===== config.mk =====
export PLATFORM = sky130hd
export DESIGN_NAME = uart_tx
export DESIGN_NICKNAME = d
export VERILOG_FILES = /design/src/rtl/uart_tx.sv
export SDC_FILE = /design/constraint.sdc
export NUM_CORES = 1
export LEC_CHECK = 0
export ABC_AREA = 1
export ABC_CLOCK_PERIOD_IN_PS = 1890
export BUFFER_PORTS_ARGS = -buffer_cell sky130_fd_sc_hd__buf_2
export CORE_MARGIN = 2
export CORE_UTILIZATION = 35
export DETAILED_ROUTE_END_ITERATION = 8
export SLEW_MARGIN = 30
export SYNTH_ARGS = -nofsm -noshare
export SYNTH_HDL_FRONTEND = slang
export SYNTH_SLANG_ARGS = --single-unit
export TNS_END_PERCENT = 10

===== constraint.sdc =====
create_clock -name sys_clk -period 1.89 [get_ports sys_clk]
set_input_delay 0.378 -clock sys_clk [delete_from_list [all_inputs] [get_ports sys_clk]]
set_output_delay 0.378 -clock sys_clk [all_outputs]
set_load 0.01 [all_outputs]

===== src/rtl/uart_tx.sv =====
// ---------------------------------------------------------------------------
// uart_tx -- 8-bit serial transmitter, MSB first, one start and one stop bit.
//
// Configuration macro: UART_TX_PARITY_EN
//   defined   : frame = start, 8 data, even parity, stop (11 bit periods)
//   undefined : frame = start, 8 data, stop              (10 bit periods)
//
// Parameters:
//   CLKS_PER_BIT  sys_clk cycles per serial bit (2..255)
//
// Ports:
//   sys_clk     in   clock, rising edge
//   rst         in   asynchronous reset, active low
//   tx_data     in   [7:0] byte to send, latched on acceptance
//   tx_valid    in   request to send tx_data
//   tx_ready    out  registered; high only in IDLE, byte accepted when
//                    tx_valid && tx_ready on a rising edge
//   TX          out  registered serial line, idles high
//   busy        out  registered; high while a frame is on the line
//   frame_done  out  registered one-cycle pulse after the stop bit
// ---------------------------------------------------------------------------
module uart_tx #(
    parameter int unsigned CLKS_PER_BIT = 8
) (
    input  logic       sys_clk,
    input  logic       rst,
    input  logic [7:0] tx_data,
    input  logic       tx_valid,
    output logic       tx_ready,
    output logic       TX,
    output logic       busy,
    output logic       frame_done
);

    localparam logic [7:0] BIT_LAST = 8'(CLKS_PER_BIT - 1);

    typedef enum logic [2:0] {
        IDLE,
        START,
        DATA,
`ifdef UART_TX_PARITY_EN
        PARITY,
`endif
        STOP
    } state_t;

    state_t     state_q, state_d;
    logic [7:0] bit_cnt_q, bit_cnt_d;
    logic [2:0] bit_idx_q, bit_idx_d;
    logic [7:0] shift_q, shift_d;
    logic       tx_q, tx_d;
    logic       ready_q, ready_d;
    logic       busy_q, busy_d;
    logic       done_q, done_d;
    logic       bit_end;

    assign TX         = tx_q;
    assign tx_ready   = ready_q;
    assign busy       = busy_q;
    assign frame_done = done_q;

    always_ff @(posedge sys_clk or negedge rst) begin
        if (!rst) begin
            state_q   <= IDLE;
            bit_cnt_q <= '0;
            bit_idx_q <= '0;
            shift_q   <= '0;
            tx_q      <= 1'b1;
            ready_q   <= 1'b0;
            busy_q    <= 1'b0;
            done_q    <= 1'b0;
        end else begin
            state_q   <= state_d;
            bit_cnt_q <= bit_cnt_d;
            bit_idx_q <= bit_idx_d;
            shift_q   <= shift_d;
            tx_q      <= tx_d;
            ready_q   <= ready_d;
            busy_q    <= busy_d;
            done_q    <= done_d;
        end
    end

    assign bit_end = (bit_cnt_q == BIT_LAST);

    // All outputs are registered, so each transition computes the value the
    // line must carry during the *next* bit period.
    always_comb begin
        state_d   = state_q;
        bit_cnt_d = bit_cnt_q;
        bit_idx_d = bit_idx_q;
        shift_d   = shift_q;
        tx_d      = tx_q;
        ready_d   = ready_q;
        busy_d    = busy_q;
        done_d    = 1'b0;

        if (state_q != IDLE) begin
            bit_cnt_d = bit_end ? '0 : bit_cnt_q + 8'd1;
        end

        case (state_q)
            IDLE: begin
                tx_d      = 1'b1;
                busy_d    = 1'b0;
                bit_cnt_d = '0;
                bit_idx_d = '0;
                ready_d   = 1'b1;
                if (tx_valid && ready_q) begin
                    state_d = START;
                    shift_d = tx_data;
                    tx_d    = 1'b0;
                    busy_d  = 1'b1;
                    ready_d = 1'b0;
                end
            end
            START: begin
                if (bit_end) begin
                    state_d   = DATA;
                    bit_idx_d = '0;
                    tx_d      = shift_q[7];
                end
            end
            DATA: begin
                if (bit_end) begin
                    if (bit_idx_q == 3'd7) begin
`ifdef UART_TX_PARITY_EN
                        state_d = PARITY;
                        tx_d    = ^shift_q;
`else
                        state_d = STOP;
                        tx_d    = 1'b1;
`endif
                    end else begin
                        // Bit currently on the line is 7-idx; the next one is 6-idx.
                        bit_idx_d = bit_idx_q + 3'd1;
                        tx_d      = shift_q[3'd6 - bit_idx_q];
                    end
                end
            end
`ifdef UART_TX_PARITY_EN
            PARITY: begin
                if (bit_end) begin
                    state_d = STOP;
                    tx_d    = 1'b1;
                end
            end
`endif
            STOP: begin
                if (bit_end) begin
                    state_d = IDLE;
                    tx_d    = 1'b1;
                    done_d  = 1'b1;
                    busy_d  = 1'b0;
                    ready_d = 1'b1;
                end
            end
            default: begin
                state_d = IDLE;
            end
        endcase
    end

endmodule

# Yosys cells after proc, flatten, opt, wreduce, memory -nomap -nowiden
# Cells that the tools add are included.
[word_totals] elab_cells=61 inputBits=11 output_inout_bits=4 regBits=26
[op_classes] n_eq_ne=11 muxes=26 reduce_logical=12 magnitude_cmp=1 addsub=3
[op_table] op="$mux W8" count=3
[op_table] op="$mux W3" count=7
[op_table] op="$ne A2 B2 Y1 const B" count=6
[op_table] op="$pmux W3 S4" count=1
[op_table] op="$mux W1" count=10
[op_table] op="$pmux W3 S3" count=1
[op_table] op="$add A8 B1 Y8 const B" count=1
[op_table] op="$eq A8 B3 Y1 const B" count=1
[op_table] op="$reduce_and A4 Y1" count=2
[op_table] op="$eq A3 B2 Y1 const B" count=2
[op_table] op="$reduce_bool A3 Y1" count=2
[op_table] op="$reduce_and A5 Y1" count=1
[op_table] op="$lt A3 B4 Y1 const B" count=1
[op_table] op="$pmux W1 S2" count=2
[op_table] op="$pmux W1 S4" count=1
[op_table] op="$reduce_and A2 Y1" count=2
[op_table] op="$reduce_bool A2 Y1" count=2
[op_table] op="$reduce_bool A4 Y1" count=1
[op_table] op="$add A3 B1 Y3 const B" count=1
[op_table] op="$bmux W1 S3" count=1
[op_table] op="$eq A3 B1 Y1 const B" count=1
[op_table] op="$eq A3 B3 Y1 const B" count=1
[op_table] op="$logic_not A3 Y1" count=1
[op_table] op="$sub A3 B3 Y3 const A" count=1
[op_table] op="$logic_and A1 B1 Y1" count=1

# Logic depth before layout (Yosys ltp)
# Gate-level depths: netlist of run 1.
[logic_depth] ltp_word=6 mapped_depth=11 depth_no_buf=11

# Least setup slack after synthesis of run 1
# No wires, ideal clock.
[synth_timing] path_kind="flip-flop to flip-flop" from="register state_q[0]" to="register bit_idx_q[0]" setup_ns=0.128 t_arrival_ns=1.268 path_slack_ns=0.494 n_path_buf=0 required_time_ns=1.762 path_stages_with_launch=11 path_cell_list="dfrtp_1 -> inv_1 -> ha_1 -> inv_1 -> nand2_1 -> nor2_1 -> inv_1 -> o21ai_4 -> o211ai_1 -> nand2_1 -> o21ai_1"
[synth_between] elab_chain_len=3 word_cells_on_any_way=9
[synth_lines] element="start, declared" line="47" source="state_t state_q, state_d;"
[synth_lines] element="start signal, assigned" line="73" source="state_q <= state_d;"
[synth_lines] element="$eq A3 B2 Y1, or another cell as far along" line="102" source="case (state_q)"
[synth_lines] element="$ne A2 B2 Y1 (no line) or $reduce_bool A3 Y1 (tied branches)"
[synth_lines] element="$reduce_and A4 Y1 (no line)"
[synth_lines] element="end signal, assigned" line="75" source="bit_idx_q <= bit_idx_d;"
[synth_lines] element="end, declared" line="49" source="logic [2:0] bit_idx_q, bit_idx_d;"
# Several ways; a longest one is shown, not always the timed one.
# A chain may end at the register's enable or synchronous reset.

# Final worst setup path of run 1
# Ends and elaborated chain as after synthesis.

==> reports/metrics.yaml, run 1 <==
floorplanning:
  die_w_um: 65.68
  boundaryPins: 15
  core_mm2: 0.003661
  die_area_mm2: 0.004313
  rows: 22
  start_util_pct: 36.36
  chipHeight_um: 65.68
clocking:
  cts_resized: 0
  cts_buffers: 3
  worstSkewPairLatency_ns: 0.27
  numClockSinks: 25
  clk_pin_slew_ns: 0.09
  postCtsSetupRepairBufs: 0
  cts_hold_buf: 0
  clk_path_buf_depth: 2
  cts_root_buf: "clkbuf_8"
  htreeDepth: 1
  cts_tree: "yes"
pwr:
  pwr-share-comb_pct: 2.3
  power.internal_uw: 691.1
  powerDensity_mw_per_mm2: 578.2
  switchingPower_uw: 183.5
  switching_share_pct: 20.98
  leakage_uw: 0.0007977
  clock_power_share_pct: 36.5
  ir_drop_v: 0.0005844
  pwr-share-seq_pct: 61.1
outcome:
  status: "completed"
sta:
  clock_skew_ns: 0.002549
  worstMarginPinSlew_ns: 0.5463
  slew_violations: 0
  fmax_mhz: 627.2
  period_needed_ns: 1.594
  setup_tns_ns: 0
  fin_hold_ws_ns: 0.08464
  setup_viol: 0
  slew_headroom_pct: 63.58
  min_period_over_period_pct: 84.36
  hold_viol_final: 0
  rsz0062_at_grt: "no"
yosys:
  synth_compound_area_share_pct: 8.647
  synth_top_family_by_area: "simple AND/OR/NAND/NOR gates"
  synth.avg_cell_area_um2: 8.118
  synth_fa_ha_area_share_pct: 7.519
  yosys.area_share.simple_pct: 27.73
  synthMuxAreaShare_pct: 0
  syn_nets: 183
  synth.distinct_cells: 25
  synth_area_mm2: 0.001331
  synth.top_cell.area_share_pct: 45.11
  yosysWarningCount: 0
  synth_cells: 164
  ys.flop_type: "dfrtp_1"
  async_reset_ff_share_pct: 100.0
  synth_xor_area_share_pct: 1.316
  synthTopCellsByArea: "dfrtp_1 (45%), nand2_1 (13%), ha_1 (7.5%), inv_1 (6.5%), nor2_1 (4.8%)"
  synth_top_cell_by_area: "dfrtp_1"
  ys_ff_latch: 25
  synth-seq-area-share_pct: 47.09
  synth_edf_count: 0
setup_path:
  crit_arrival_ns: 1.75
  crit_path_cell_trace: "inv_1 -> ha_1 -> inv_1 -> nand2_1 -> nor2_1 -> inv_1 -> o21ai_4 -> o211ai_1 -> nand2_1 -> o21ai_1"
  end_kind: "flip-flop"
  rr_endpoint: "bit_idx_q[0]"
  critPathKind: "flip-flop to flip-flop"
  worstPathRequired_ns: 2.04
  crit_top_cell: "inv_1"
  r2r_cells: 10
  crit_path_end: "bit_idx_q[0]"
  path_max_fanout: 4
  crit_path_start: "state_q[0]"
  worstSetupStartpointType: "flip-flop"
  max_stage_delay_ns: 0.40
  timing.rr.start: "state_q[0]"
  cp_slowest_cell: "dfrtp_1"
  r2r_slack_ns: 0.30
place:
  place_congestion: 0.7424
  detailed_place_hpwl_um: 1801
  io_buffer_count: 14
  place_area_mm2: 0.001464
  dp_cells: 226
global_route:
  grt_max_degree: 26
  grt_pass1_wl_um: 4257
  track_usage_pct: 12.50
  grt_overflow: 0
  grt_pass1_vias: 971
  antenna_found_initial: 0
detailed_routing:
  drtIter0Drc: 26
  drt-vias-per-instance: 4.543
  route.detailed.drc: 0
  wl_per_cell_um: 10.17
  vias: 1045
  dr.pass1.iters: 4
  detail_route.wirelength_um: 2340
  ant_nets: 0
cells_and_area:
  drive_gt1_share_pct: 15.93
  fin_cells: 230
  fillers: 377
  fin_area_mm2: 0.001513
  antenna_cells: 0
  fin_util_pct: 41.32
  nNetsFinal: 202
  syn2layout_area_growth_pct: 13.63
worst_hold_path:
  hold_class: "input pin to asynchronous set/reset pin"
job:
  cap_violations: 0
synth_stat cells (2+ instances only):
master   count
o21ai_0      8
dfrtp_1     24
ha_1         8
nand3_1      8
o21ai_1      5
xor2_1       2
a21oi_1      4
nand3_2      2
nand2_1     47
inv_1       23
nor2_1      17
nor3_1       3
power by group through the flow:
stage          Clock [uW]  Combinational (uW)  Sequential (uW)
2_1_floorplan           0                1.15              545
3_3_place_gp            0                21.6              545
5_1_grt               353                24.3              535
3_5_place_dp            0                21.6              545
4_1_cts               333                21.7              535
6_report              320                20.5              534
cell type report:
type / instances / area, um2 / share of cell area (%)
flip-flops and latches: 25 / 626.9 / 41.44
multi-input cells: 113 / 601.8 / 39.78
inverters: 24 / 90.09 / 5.955
repair buffers: 16 / 85.08 / 5.624
well taps: 48 / 60.06 / 3.970
clock buffers: 3 / 41.29 / 2.730
clock inverters: 1 / 7.507 / 0.4963
registers in the layout (all words and copies together), names as in the netlist:
| signal | count |
|---|---|
| TX | 1 |
| shift_q | 8 |
| state_q | 2 |
| busy | 1 |
| tx_ready | 1 |
| bit_idx_q | 3 |
| bit_cnt_q | 8 |
| frame_done | 1 |
cells in the final DEF, fill, tap and decap left out, drive strengths merged:
master / count
a21oi: 4
buf: 16
clkbuf: 3
clkinvlp: 1
dfrtp: 24
dfstp: 1
ha: 8
inv: 24
nand2: 47
nand3: 10
nand3b: 1
nand4: 2
nor2: 18
nor3: 4
nor3b: 1
o211ai: 1
o21ai: 14
o22ai: 1
xor2: 2
logic make-up (layout without fill, tap and decap cells):
group / count (synthesis) / in the layout
simple gates: 83 / 83
buf+inv: 26 / 44
flops: 25 / 25
compound gates: 20 / 20
fa+ha+maj: 8 / 8
xor+xnor: 2 / 2
through the flow:
stage	power [uW]	worst slack [ns]
floorplan	546.3	0.4940
global placement	566.6	0.3074
detailed placement	566.7	0.3117
CTS	889.0	0.2962
global route	912.2	0.1493
finish	874.6	0.2956
per-layer routing:
layer / part of all wire [%] / vias to the layer above / track usage, %
li1: - / 549 / -
met5: 0 / - / 0
met1: 52 / 473 / 17.24
met3: 3.9 / 2 / 3.596
met2: 43 / 21 / 19.95
met4: 0.60 / 0 / 1.563
worst max-delay path: cells and delay by family (launching register included):
kind | cells | cell delay (ns)
flip-flops | 1 | 0.40
AND/OR/NAND/NOR | 3 | 0.23
buffers and inverters | 3 | 0.27
AO/OA/AOI/OAI | 3 | 0.32
adder cells (fa/ha/maj) | 1 | 0.25
how the worst min path moves through the flow:
| stage | from | endpoint | slack (ns) | cells after the start |
|---|---|---|---|---|
| 6_report | rst | bit_cnt_q[3] | 0.08 | 1 |
| 5_1_grt | rst | shift_q[4] | 0.12 | 1 |
| 4_1_cts | rst | bit_cnt_q[0] | 0.11 | 1 |
| 3_5_place_dp | rst | bit_cnt_q[3] | 0.40 | 1 |
| 3_3_place_gp | rst | bit_cnt_q[0] | 0.40 | 1 |
| 2_1_floorplan | rst | bit_cnt_q[0] | 0.08 | 0 |
No activity file was read; power rests on OpenSTA's default activity.
==> inputs of run 2 (changes only) <==
ABC_CLOCK_PERIOD_IN_PS = 1410   (was 1890)
clock period = 1.41 ns   (was 1.89 ns; I/O delays follow)
==> reports/metrics.yaml, run 2 (synthesis gave the netlist of run 1 again) <==
global_route:
  grt_overflow: 0
  grt_pass1_vias: 1000
  grt_max_degree: 26
  track_usage_pct: 13.29
  antenna_found_initial: 0
  grt_pass1_wl_um: 4416
clocking:
  clk_path_buf_depth: 2
  cts_tree: "yes"
  htreeDepth: 1
  cts_buffers: 3
  numClockSinks: 25
  clk_pin_slew_ns: 0.09
  worstSkewPairLatency_ns: 0.27
  cts_root_buf: "clkbuf_8"
setup_path:
  r2r_slack_ns: 0.004
  rr_endpoint: "bit_idx_q[0]"
  worstPathRequired_ns: 1.57
  crit_arrival_ns: 1.56
  worstSetupStartpointType: "flip-flop"
  critPathKind: "flip-flop to flip-flop"
  timing.rr.start: "state_q[1]"
  r2r_cells: 9
  end_kind: "flip-flop"
  path_max_fanout: 4
cells_and_area:
  top_regs: "bit_cnt_q x8, shift_q x8, bit_idx_q x3"
  drive_gt1_share_pct: 26.53
  fillers: 373
  regArea_um2: 626.9
  multi_input_area_um2: 639.4
  nNetsFinal: 216
  final_common_cell: "nand2_1"
  syn2layout_area_growth_pct: 24.06
  final_cell_mix: "nand2_1 (46), dfrtp_1 (24), inv_1 (18)"
  antenna_cells: 0
detailed_routing:
  vias: 1099
  detail_route.wirelength_um: 2486
  dr.pass1.iters: 4
  drtIter0Drc: 38
  ant_nets: 0
  drt-vias-per-instance: 4.504
  wl_per_cell_um: 10.19
  route.detailed.drc: 0
pwr:
  pwr-share-seq_pct: 60.7
  switchingPower_uw: 251.9
  p_total_uw: 1181
  pwr-share-comb_pct: 2.4
  switching_share_pct: 21.34
  powerDensity_mw_per_mm2: 715.0
  power.internal_uw: 928.9
  leakage_uw: 0.0008635
  clock_power_share_pct: 36.9
  ir_drop_v: 0.0003487
sta:
  rsz0062_at_grt: "yes"
  period_needed_ns: 1.406
  hold_viol_final: 17
  clock_skew_ns: 0.003800
  worstMarginPinSlew_ns: 0.5731
  setup_viol: 0
  fin_hold_ws_ns: -0.007292
  fmax_mhz: 711.3
  min_period_over_period_pct: 99.70
  slew_headroom_pct: 61.80
  slew_violations: 0
floorplanning:
  core_mm2: 0.003661
  chipHeight_um: 65.68
  die_w_um: 65.68
  die_area_mm2: 0.004313
  rows: 22
  start_util_pct: 36.36
  boundaryPins: 15
job:
  cap_violations: 0
place:
  place_congestion: 0.8373
  detailed_place_hpwl_um: 1828
  io_buffer_count: 14
worst_hold_path:
  hold_class: "input pin to asynchronous set/reset pin"
outcome:
  violations: "negative hold slack"
  status: "complete, but fails checks"
-- run 2: cell types whose count changed in the layout (fill, tap and decap cells not counted), sizes merged --
| cell | previous run | this run |
|---|---|---|
| buf | 16 | 30 |
| clkbuf | 3 | 4 |
| clkinvlp | 1 | 0 |
-- run 2: how the worst max path moves through the flow --
stage                         to  cells past startpoint       start
global placement    bit_idx_q[0]                     10  state_q[0]
finish              bit_idx_q[0]                      9  state_q[1]
CTS                 bit_idx_q[0]                      9  state_q[1]
global route        bit_idx_q[1]                     10  state_q[0]
detailed placement  bit_idx_q[1]                     10  state_q[0]
floorplan           bit_idx_q[0]                     10  state_q[0]
-- run 2: layout make-up --
| class | count | area share [%] |
|---|---|---|
| clock buffers | 4 | 2.727 |
| well taps | 48 | 3.636 |
| multi-input cells | 113 | 38.71 |
| inverters | 24 | 5.455 |
| repair buffers | 30 | 11.52 |
| flip-flops and latches | 25 | 37.95 |
-- run 2: through the flow --
| stage | util, % | cell area, um2 | std cells | setup WS, ns | setup TNS, ns |
|---|---|---|---|---|---|
| global placement | 42.65 | 1562 | 239 | 0.0004422 | 0 |
| finish | 45.11 | 1652 | 244 | 0.004165 | 0 |
| CTS | 44.29 | 1622 | 243 | -0.002764 | -0.002764 |
| global route | 45.11 | 1652 | 244 | -0.1067 | -0.6537 |
| floorplan | - | 1331 | 164 | 0.01395 | 0 |
| detailed placement | 42.65 | 1562 | 239 | -0.03976 | -0.1218 |
-- run 2: worst max-delay path, stage by stage (launching register included) --
cell	delay, ns
dfrtp_1	0.44
ha_2	0.21
inv_2	0.06
nand2_2	0.05
nor2_1	0.07
inv_1	0.08
o21ai_4	0.08
o211ai_1	0.16
nand2_1	0.08
o21ai_1	0.06
-- run 2: power groups by stage --
stage	Clock (uW)	Combinational [uW]	Sequential, uW
after floorplan	0	1.54	731
after global placement	0	28.6	731
after detailed placement	0	29.3	731
after CTS	453	29.3	716
after global routing	472	33.0	717
final	436	28.6	716
-- run 2: timing repair --
action                     4_1_cts  5_1_grt
hold buffers                     0        0
setup buffers                    0        1
gates resized for setup          6        6
pin swaps                        2        3
setup endpoints to repair        6       20
-- run 2: layer usage --
| metal | up-vias | share of wire, % | GRT usage [%] |
|---|---|---|---|
| li1 | 582 | - | - |
| met1 | 492 | 52 | 18.73 |
| met2 | 21 | 42 | 19.44 |
| met3 | 4 | 3.7 | 2.568 |
| met4 | 0 | 1.9 | 6.250 |
| met5 | - | 0 | 0 |
